**config.mk**
```make
export PLATFORM = sky130hd
export DESIGN_NAME = dcache_replacer
export DESIGN_NICKNAME = d
export VERILOG_FILES = /design/src/rtl/dcache_replacer.sv
export SDC_FILE = /design/constraint.sdc
export NUM_CORES = 1
export LEC_CHECK = 0
export ABC_AREA = 1
export CORE_AREA = 2 2 300 302
export CTS_CLUSTER_SIZE = 14
export DETAILED_ROUTE_END_ITERATION = 10
export DIE_AREA = 0 0 302 304
export GPL_ROUTABILITY_DRIVEN = 0
export SETUP_SLACK_MARGIN = 0.3
export SYNTH_ARGS = -nofsm -noshare
export SYNTH_HDL_FRONTEND = slang
export SYNTH_SLANG_ARGS = --single-unit
```
**constraint.sdc**
```tcl
create_clock -name clk -period 9.7 [get_ports clk]
set_input_delay 1.94 -clock clk [delete_from_list [all_inputs] [get_ports clk]]
set_output_delay 1.94 -clock clk [all_outputs]
set_load 0.005 [all_outputs]
```
**src/rtl/dcache_replacer.sv**
```systemverilog
// Replacement sequencer for the direct-mapped D$ line array and its single line-wide memory port.
// Runs write-through, replace (write back + refill) and invalidate commands, plus the post-reset valid sweep.
module dcache_replacer #(
  parameter int INDEX_WIDTH    = 4,
  parameter int TAG_WIDTH      = 26,
  parameter int LINE_WIDTH     = 128,
  parameter int MEM_ADDR_WIDTH = TAG_WIDTH + INDEX_WIDTH
) (
  input  logic                      clk,
  input  logic                      rst,

  input  logic [1:0]                command,
  input  logic [INDEX_WIDTH-1:0]    commandIndex,
  input  logic [TAG_WIDTH-1:0]      commandTag,
  input  logic [LINE_WIDTH-1:0]     commandData,
  output logic                      ready,
  output logic                      done,

  output logic [INDEX_WIDTH-1:0]    arrayReadIndex,
  input  logic                      arrayReadValid,
  input  logic                      arrayReadDirty,
  input  logic [TAG_WIDTH-1:0]      arrayReadTag,
  input  logic [LINE_WIDTH-1:0]     arrayReadData,
  output logic                      arrayWriteEnable,
  output logic [INDEX_WIDTH-1:0]    arrayWriteIndex,
  output logic                      arrayWriteValid,
  output logic                      arrayWriteDirty,
  output logic [TAG_WIDTH-1:0]      arrayWriteTag,
  output logic [LINE_WIDTH-1:0]     arrayWriteData,

  output logic [MEM_ADDR_WIDTH-1:0] memAddr,
  output logic                      memReadEnable,
  output logic                      memWriteEnable,
  output logic [LINE_WIDTH-1:0]     memWriteValue,
  input  logic [LINE_WIDTH-1:0]     memReadValue,
  input  logic                      memDone
);

  typedef enum logic [1:0] {
    CMD_NONE          = 2'd0,
    CMD_WRITE_THROUGH = 2'd1,
    CMD_REPLACE       = 2'd2,
    CMD_INVALIDATE    = 2'd3
  } cmd_e;

  typedef enum logic [2:0] {
    S_RESET,
    S_IDLE,
    S_READ_ARRAY,
    S_JUDGE,
    S_WRITE_BACK,
    S_REFILL,
    S_WRITE_ARRAY,
    S_WRITE_THROUGH
  } state_e;

  state_e                  state_q, state_d;
  logic [INDEX_WIDTH-1:0]  sweep_q;
  logic                    done_q;

  cmd_e                    cmd_q;
  logic [INDEX_WIDTH-1:0]  index_q;
  logic [TAG_WIDTH-1:0]    tag_q;
  // Holds the write-through line, or the refill line for a replace; never both at once.
  logic [LINE_WIDTH-1:0]   line_q;
  logic [TAG_WIDTH-1:0]    victim_tag_q;
  logic [LINE_WIDTH-1:0]   victim_line_q;

  logic                    victim_dirty;
  logic                    accept;

  assign victim_dirty = arrayReadValid & arrayReadDirty;
  assign accept       = (state_q == S_IDLE) && (cmd_e'(command) != CMD_NONE);
  assign done         = done_q;

  // NOTE: sequential state uses non-blocking assignments so every register
  // samples the pre-edge values, independent of block evaluation order.
  always_ff @(posedge clk or posedge rst) begin
    if (rst) begin
      state_q <= S_RESET;
      sweep_q <= '0;
      done_q  <= 1'b0;
    end else begin
      state_q <= state_d;
      if (state_q == S_RESET) sweep_q <= sweep_q + 1'b1;
      done_q  <= (state_d == S_IDLE) && (state_q != S_IDLE) && (state_q != S_RESET);
    end
  end

  // NOTE: command/victim/line registers are pure datapath, qualified by the
  // FSM before use, so they carry no reset and stay cheap wide flops.
  always_ff @(posedge clk) begin
    if (accept) begin
      cmd_q   <= cmd_e'(command);
      index_q <= commandIndex;
      tag_q   <= commandTag;
      line_q  <= commandData;
    end
    if (state_q == S_JUDGE) begin
      victim_tag_q  <= arrayReadTag;
      victim_line_q <= arrayReadData;
    end
    if (state_q == S_REFILL && memDone) line_q <= memReadValue;
  end

  // NOTE: every output and state_d gets a default before the case so no
  // path through this block leaves a value unassigned (no inferred latch).
  always_comb begin
    state_d          = state_q;
    ready            = 1'b0;
    arrayReadIndex   = '0;
    arrayWriteEnable = 1'b0;
    arrayWriteIndex  = '0;
    arrayWriteValid  = 1'b0;
    arrayWriteDirty  = 1'b0;
    arrayWriteTag    = '0;
    arrayWriteData   = '0;
    memAddr          = '0;
    memReadEnable    = 1'b0;
    memWriteEnable   = 1'b0;
    memWriteValue    = '0;

    case (state_q)
      S_RESET: begin
        arrayWriteEnable = 1'b1;
        arrayWriteIndex  = sweep_q;
        if (&sweep_q) state_d = S_IDLE;
      end
      S_IDLE: begin
        ready = 1'b1;
        if (accept)
          state_d = (cmd_e'(command) == CMD_WRITE_THROUGH) ? S_WRITE_THROUGH : S_READ_ARRAY;
      end
      S_READ_ARRAY: begin
        arrayReadIndex = index_q;
        state_d        = S_JUDGE;
      end
      S_JUDGE: begin
        if (victim_dirty)              state_d = S_WRITE_BACK;
        else if (cmd_q == CMD_REPLACE) state_d = S_REFILL;
        else                           state_d = S_WRITE_ARRAY;
      end
      S_WRITE_BACK: begin
        memWriteEnable = 1'b1;
        memAddr        = {victim_tag_q, index_q};
        memWriteValue  = victim_line_q;
        if (memDone) state_d = (cmd_q == CMD_REPLACE) ? S_REFILL : S_WRITE_ARRAY;
      end
      S_REFILL: begin
        memReadEnable = 1'b1;
        memAddr       = {tag_q, index_q};
        if (memDone) state_d = S_WRITE_ARRAY;
      end
      S_WRITE_ARRAY: begin
        arrayWriteEnable = 1'b1;
        arrayWriteIndex  = index_q;
        if (cmd_q == CMD_REPLACE) begin
          arrayWriteValid = 1'b1;
          arrayWriteTag   = tag_q;
          arrayWriteData  = line_q;
        end
        state_d = S_IDLE;
      end
      S_WRITE_THROUGH: begin
        memWriteEnable = 1'b1;
        memAddr        = {tag_q, index_q};
        memWriteValue  = line_q;
        if (memDone) state_d = S_IDLE;
      end
      default: state_d = S_RESET;
    endcase

    // During reset the state register already reads S_RESET; keep the sweep
    // strobe and everything else quiet until rst is released.
    if (rst) begin
      ready            = 1'b0;
      arrayReadIndex   = '0;
      arrayWriteEnable = 1'b0;
      arrayWriteIndex  = '0;
      arrayWriteValid  = 1'b0;
      arrayWriteDirty  = 1'b0;
      arrayWriteTag    = '0;
      arrayWriteData   = '0;
      memAddr          = '0;
      memReadEnable    = 1'b0;
      memWriteEnable   = 1'b0;
      memWriteValue    = '0;
    end
  end

endmodule

```
==> results_dict.tcl, run 1 <==
set metrics [dict create \
    worst_path_dominant_cell_family "buffers and inverters" \
    fin_area_sq_um 25200 \
    crit_arrival_ns 4.57 \
    synthXorXnorAreaFrac_pct 0.171 \
    clock_sinks 322 \
    yosys.area_share.adder_pct 0.0816 \
    synthDistinctLibCells 30 \
    grt_pass1_vias 13800 \
    grt_max_degree 73 \
    dieArea_sq_um 91800 \
    cp.required_ns 7.76 \
    ys_warn_count 0 \
    maxCapViolCount 0 \
    path_buf_inv 4 \
    max_freq_mhz 154 \
    post_cts_resized 0 \
    tightestPinTransition_ns 0.962 \
    slew_violations 0 \
    synth_top_family_by_area "simple AND/OR/NAND/NOR gates" \
    cp_max_fo 58 \
    muxShareOfSynthArea_pct 0 \
    die_h_microns 304 \
    worstSetupPathType "in2out" \
    crit_chain "buf_6 -> inv_1 -> nand4_1 -> buf_4 -> nor2_1 -> clkdlybuf4s50_1" \
    antenna_found_initial 12 \
    finalHoldViolations 0 \
    final_cell_mix "clkdlybuf4s50_1, nand2_1, edfxtp_1" \
    start_util_pct 17.2 \
    dp_slack_ns 3.26 \
    hold_buffers 0 \
    insertion_delay_ns 0.55 \
    grt_pass1_wl_microns 92200 \
    powerDensity_nw_per_um2 201 \
    rows 110 \
    wl_per_cell_microns 18.1 \
    clockBufferDepth 3 \
    first_iter_violations 1000 \
    syn-num-nets 2118 \
    hold_slack_ns 0.545 \
    slew_headroom_pct 35.8 \
    area_delta_synth_final_pct 64.5 \
    fill_cells 9459 \
    clock_skew_ns 0.0121 \
    cp-start-kind "primary input" \
    postSynthCellCount 1670 \
    synth-seq-cells 322 \
    layout.nets 2851 \
    seqCellArea_sq_um 9630 \
    synth-compound-area-share_pct 5.55 \
    drcViolationCount 0 \
    cp_slowest_cell "nand4_1" \
    core_sq_um 89000 \
    slowest_delay_ns 0.61 \
    multi_input_area_sq_um 4380 \
    io_buffers 772 \
    vdd_drop_max_mv 0.109 \
    fp.dieW_microns 302 \
    post-dp-hpwl_microns 49000 \
    first_pass_iters 5 \
    viasPerCell 3.87 \
    cts_tree "done" \
    setup_ws_ns 3.19 \
    p_leak_nw 9.43 \
    grt_overflow_total 0 \
    num_vias 14000 \
    ios 774 \
    placed_area_sq_um 24000 \
    drive_above_1_share_pct 3.58 \
    cts_max_level 2 \
    synthSimpleGateAreaFrac_pct 22.6 \
    avgSynthCellArea_sq_um 9.19 \
    hp-class "reg2reg" \
    ys_seq_area_share_pct 62.8 \
    finalSetupTns_ns 0 \
    rsz0062_at_grt "no" \
    final_common_cell "clkdlybuf4s50_1" \
    synthesis.area_sq_um 15300 \
    cts_setup_buffers 0 \
    clockRootBuffer "clkbuf_16" \
    finalCritPeriodShare_pct 67.1 \
    status "finished, final reports clean" \
    wl_microns 65500 \
    period_needed_ns 6.51 \
    antenna_left 0 \
    cts_made_buffers 40 \
    worst_setup_path_end_kind "output pin" \
    setup_viol 0 \
    clk_pin_slew_ns 0.06 \
    grt_usage_pct 13.6 \
]
routing by layer:
metal	wire (microns)	GRT usage (%)	vias to the layer above	part of all wire, %
met5	54	0	-	0.083
met4	1960	4.73	8	3.0
met3	5200	3.57	94	7.9
met2	32300	23.5	579	49
met1	26000	16.3	6519	40
li1	-	-	6765	-
where the power goes:
group	internal (mW)	switching [mW]
registers	1.96	0.181
clock network	0.828	0.599
logic	0.593	0.904
total	3.38	1.68
registers in the layout, indices dropped and copies added, names as in the netlist:
signal	flops
state_q	3
done	1
tag_q	26
victim_tag_q	26
index_q	4
sweep_q	4
cmd_q	2
line_q	128
victim_line_q	128
Yosys cell counts:
| library cell | instances | area (sq um) |
|---|---|---|
| a21oi_1 | 156 | 781 |
| buf_1 | 1 | 3.75 |
| buf_2 | 34 | 170 |
| buf_4 | 17 | 128 |
| buf_6 | 31 | 349 |
| clkbuf_1 | 18 | 67.6 |
| clkinv_1 | 1 | 3.75 |
| conb_1 | 1 | 3.75 |
| dfrtp_1 | 8 | 200 |
| edfxtp_1 | 314 | 9430 |
| ha_1 | 1 | 12.5 |
| inv_1 | 165 | 619 |
| inv_2 | 2 | 7.51 |
| inv_4 | 1 | 6.26 |
| nand2_1 | 714 | 2680 |
| nand2_2 | 1 | 6.26 |
| nand2_4 | 1 | 11.3 |
| nand3_1 | 9 | 45.0 |
| nand4_1 | 3 | 18.8 |
| nand4_2 | 1 | 12.5 |
| nor2_1 | 174 | 653 |
| nor2_2 | 1 | 6.26 |
| nor2_4 | 1 | 11.3 |
| nor3_4 | 1 | 16.3 |
| o211ai_1 | 1 | 7.51 |
| o21a_1 | 1 | 7.51 |
| o21ai_0 | 8 | 40.0 |
| o21ai_4 | 1 | 16.3 |
| xnor2_1 | 2 | 17.5 |
| xor2_1 | 1 | 8.76 |
cell type report:
class                           count  share of cell area, %
Sequential cell                   322                   38.1
Timing Repair Buffer              792                   31.2
Multi-Input combinational cell   1078                   17.3
Tap cell                         1176                   5.83
Clock buffer                       59                   4.62
Inverter                          169                   2.53
Clock inverter                     10                  0.248
Antenna cell                        6                 0.0595
cells by family (layout without fill, tap and decap cells):
group,count (synthesis),in the layout
and+or+nand+nor,906,906
xor gates and xnor gates,3,3
other,1,7
adders and majority gates,1,1
buffers and inverters,270,1030
DFF,322,322
AOI/OAI and AO/OA,167,167
through the flow:
stage          std cells  utilization (%)  total power [mW]
2_1_floorplan       1670                -              2.87
3_3_place_gp        3537             26.9              3.69
3_5_place_dp        3537             26.9              3.70
4_1_cts             3606             28.3              5.16
5_1_grt             3609             28.3              5.35
6_report            3612             28.3              5.07
path summary, 6_finish.rpt:
path / start / endpoint / slack [ns] / depth (start not counted)
min in group asynchronous: rst / state_q[0] / 1.60 / 2
hold / removal: sweep_q[2] / sweep_q[2] / 0.54 / 1
hold reg to reg: sweep_q[2] / sweep_q[2] / 0.54 / 1
setup reg to reg: state_q[1] / line_q[32] / 6.76 / 5
setup / recovery: rst / arrayWriteData[77] / 3.19 / 6
max in group asynchronous: rst / sweep_q[3] / 7.72 / 2
Power figures use the tool's default switching activity.
==> inputs of run 2 (changes only) <==
--- a/config.mk
+++ b/config.mk
@@ -6,10 +6,10 @@
 export NUM_CORES = 1
 export LEC_CHECK = 0
 export ABC_AREA = 1
-export CORE_AREA = 2 2 300 302
+export CORE_AREA = 2 2 303 305
 export CTS_CLUSTER_SIZE = 14
 export DETAILED_ROUTE_END_ITERATION = 10
-export DIE_AREA = 0 0 302 304
+export DIE_AREA = 0 0 305 307
 export GPL_ROUTABILITY_DRIVEN = 0
 export SETUP_SLACK_MARGIN = 0.3
 export SYNTH_ARGS = -nofsm -noshare
==> constraint.sdc (replaced) <==
create_clock -name clk -period 5.77 [get_ports clk]
set_input_delay 1.154 -clock clk [delete_from_list [all_inputs] [get_ports clk]]
set_output_delay 1.154 -clock clk [all_outputs]
set_load 0.005 [all_outputs]
==> run 2 against run 1 <==
  * Clock-buffer cell count is 4 lower
  * Hold slack worse by 0.015 ns
  * Global-route usage down 0.51 points
  * Cell count up 0.36%
  * Highest routed layer is now met4
  * Non-clock buffer count up 2
==> results_dict.tcl, run 2 (synthesis results as in run 1) <==
set metrics [dict create \
    first_pass_iters 5 \
    combPwrFrac_pct 29.6 \
    fill_cells 9634 \
    min_from "sweep_q[2]" \
    p_seq_share_pct 41.1 \
    powerDensity_nw_per_um2 342 \
    tightestPinTransition_ns 0.914 \
    rr_startpoint "state_q[1]" \
    first_iter_violations 864 \
    final_common_cell "clkdlybuf4s50_1" \
    fin_area_sq_um 25500 \
    power_mw 8.71 \
    clkPwrFrac_pct 29.3 \
    wl_per_cell_microns 17.8 \
    cp.required_ns 4.62 \
    cp-start-kind "flop" \
    final_cell_mix "clkdlybuf4s50_1, nand2_1, edfxtp_1" \
    drcViolationCount 0 \
    maxCapViolCount 0 \
    core_sq_um 90700 \
    num_vias 13900 \
    max_freq_mhz 225 \
    internal_power_mw 5.81 \
    swShare_pct 33.3 \
    final_util_pct 28.1 \
    cts_made_buffers 41 \
    start_util_pct 16.9 \
    dieArea_sq_um 93600 \
    finalCritPeriodShare_pct 76.9 \
    r2r_slack_ns 3.32 \
    cts_tree "done" \
    setup_viol 0 \
    worst_setup_path_end_kind "output pin" \
    post-dp-hpwl_microns 47600 \
    rows 111 \
    wl_microns 64700 \
    grt_pass1_vias 13900 \
    crit_arrival_ns 3.28 \
    hp-class "reg2reg" \
    clk_pin_slew_ns 0.06 \
    cp_max_fo 36 \
    die_h_microns 307 \
    period_needed_ns 4.44 \
    hold_buffers 0 \
    viasPerCell 3.84 \
    reg.largest.list "line_q (128), victim_line_q (128)" \
    clock_sinks 322 \
    slew_headroom_pct 39.1 \
    area_delta_synth_final_pct 66.1 \
    setup_ws_ns 1.33 \
    layout.nets 2854 \
    cts_setup_buffers 0 \
    grt_overflow_total 0 \
    ios 774 \
    clockRootBuffer "clkbuf_16" \
    placed_area_sq_um 24200 \
    drive_above_1_share_pct 3.94 \
    grt_max_degree 158 \
    fp.dieW_microns 305 \
    vdd_drop_max_mv 0.163 \
    p_leak_nw 9.54 \
    dp_slack_ns 1.76 \
    grt_usage_pct 13.1 \
    antenna_left 0 \
    slew_violations 0 \
    io_buffers 772 \
    rsz0062_at_grt "no" \
    worstSetupPathType "reg2out" \
    p_switching_mw 2.90 \
    crit_start "state_q[2]" \
    grt_pass1_wl_microns 91600 \
    post_cts_resized 0 \
    clock_skew_ns 0.0134 \
    antenna_found_initial 2 \
    finalSetupTns_ns 0 \
    cts_max_level 2 \
    status "finished, final reports clean" \
    insertion_delay_ns 0.57 \
    finalHoldViolations 0 \
    clockBufferDepth 3 \
]
run 2: area by class of cell:
class                   count  area (sq um)  share of cell area [%]
flip-flops and latches    322          9630                    37.8
inverters                 169           639                    2.51
multi-input cells        1078          4380                    17.2
well taps                1186          1480                    5.82
repair buffers            794          8030                    31.5
diodes                      3          7.51                  0.0295
clock buffers              55          1140                    4.47
clock inverters            18           174                   0.682
run 2: path summary, 6_finish.rpt:
kind | endpoint | cells after the start
min reg2reg | sweep_q[2] | 1
max reg2reg | victim_line_q[27] | 4
max in group asynchronous | sweep_q[2] | 3
max | memWriteValue[24] | 6
min in group asynchronous | done | 3
min | sweep_q[2] | 1
run 2: per-layer routing:
metal | wire length (microns) | share of wire [%] | GRT usage [%] | vias up
li1 | - | - | - | 6768
met1 | 25600 | 40 | 15.4 | 6466
met2 | 31800 | 49 | 22.6 | 569
met3 | 5140 | 7.9 | 3.84 | 108
met4 | 2140 | 3.3 | 4.93 | 0
met5 | 0 | 0 | 0 | -
run 2: critical path, cell delays in order (launching register included):
cell and delay (ns):
dfrtp_1 0.66, inv_4 0.11, nor3_4 0.46, buf_4 0.50, nand2_1 0.12, a21oi_1 0.23
clkdlybuf4s50_1 0.59
run 2: power groups by stage:
stage / Combinational, mW / Clock, mW / Sequential, mW
4_1_cts: 2.65 / 2.65 / 3.58
3_5_place_dp: 2.64 / 0 / 3.62
3_3_place_gp: 2.65 / 0 / 3.61
6_report: 2.58 / 2.55 / 3.58
2_1_floorplan: 1.25 / 0 / 3.56
5_1_grt: 2.84 / 2.72 / 3.63
run 2: stage by stage:
stage / hold slack, ns / cells
floorplan: 0.487 / 1670
global route: 0.564 / 3624
finish: 0.530 / 3625
CTS: 0.526 / 3622
detailed placement: 0.519 / 3549
global placement: 0.511 / 3549
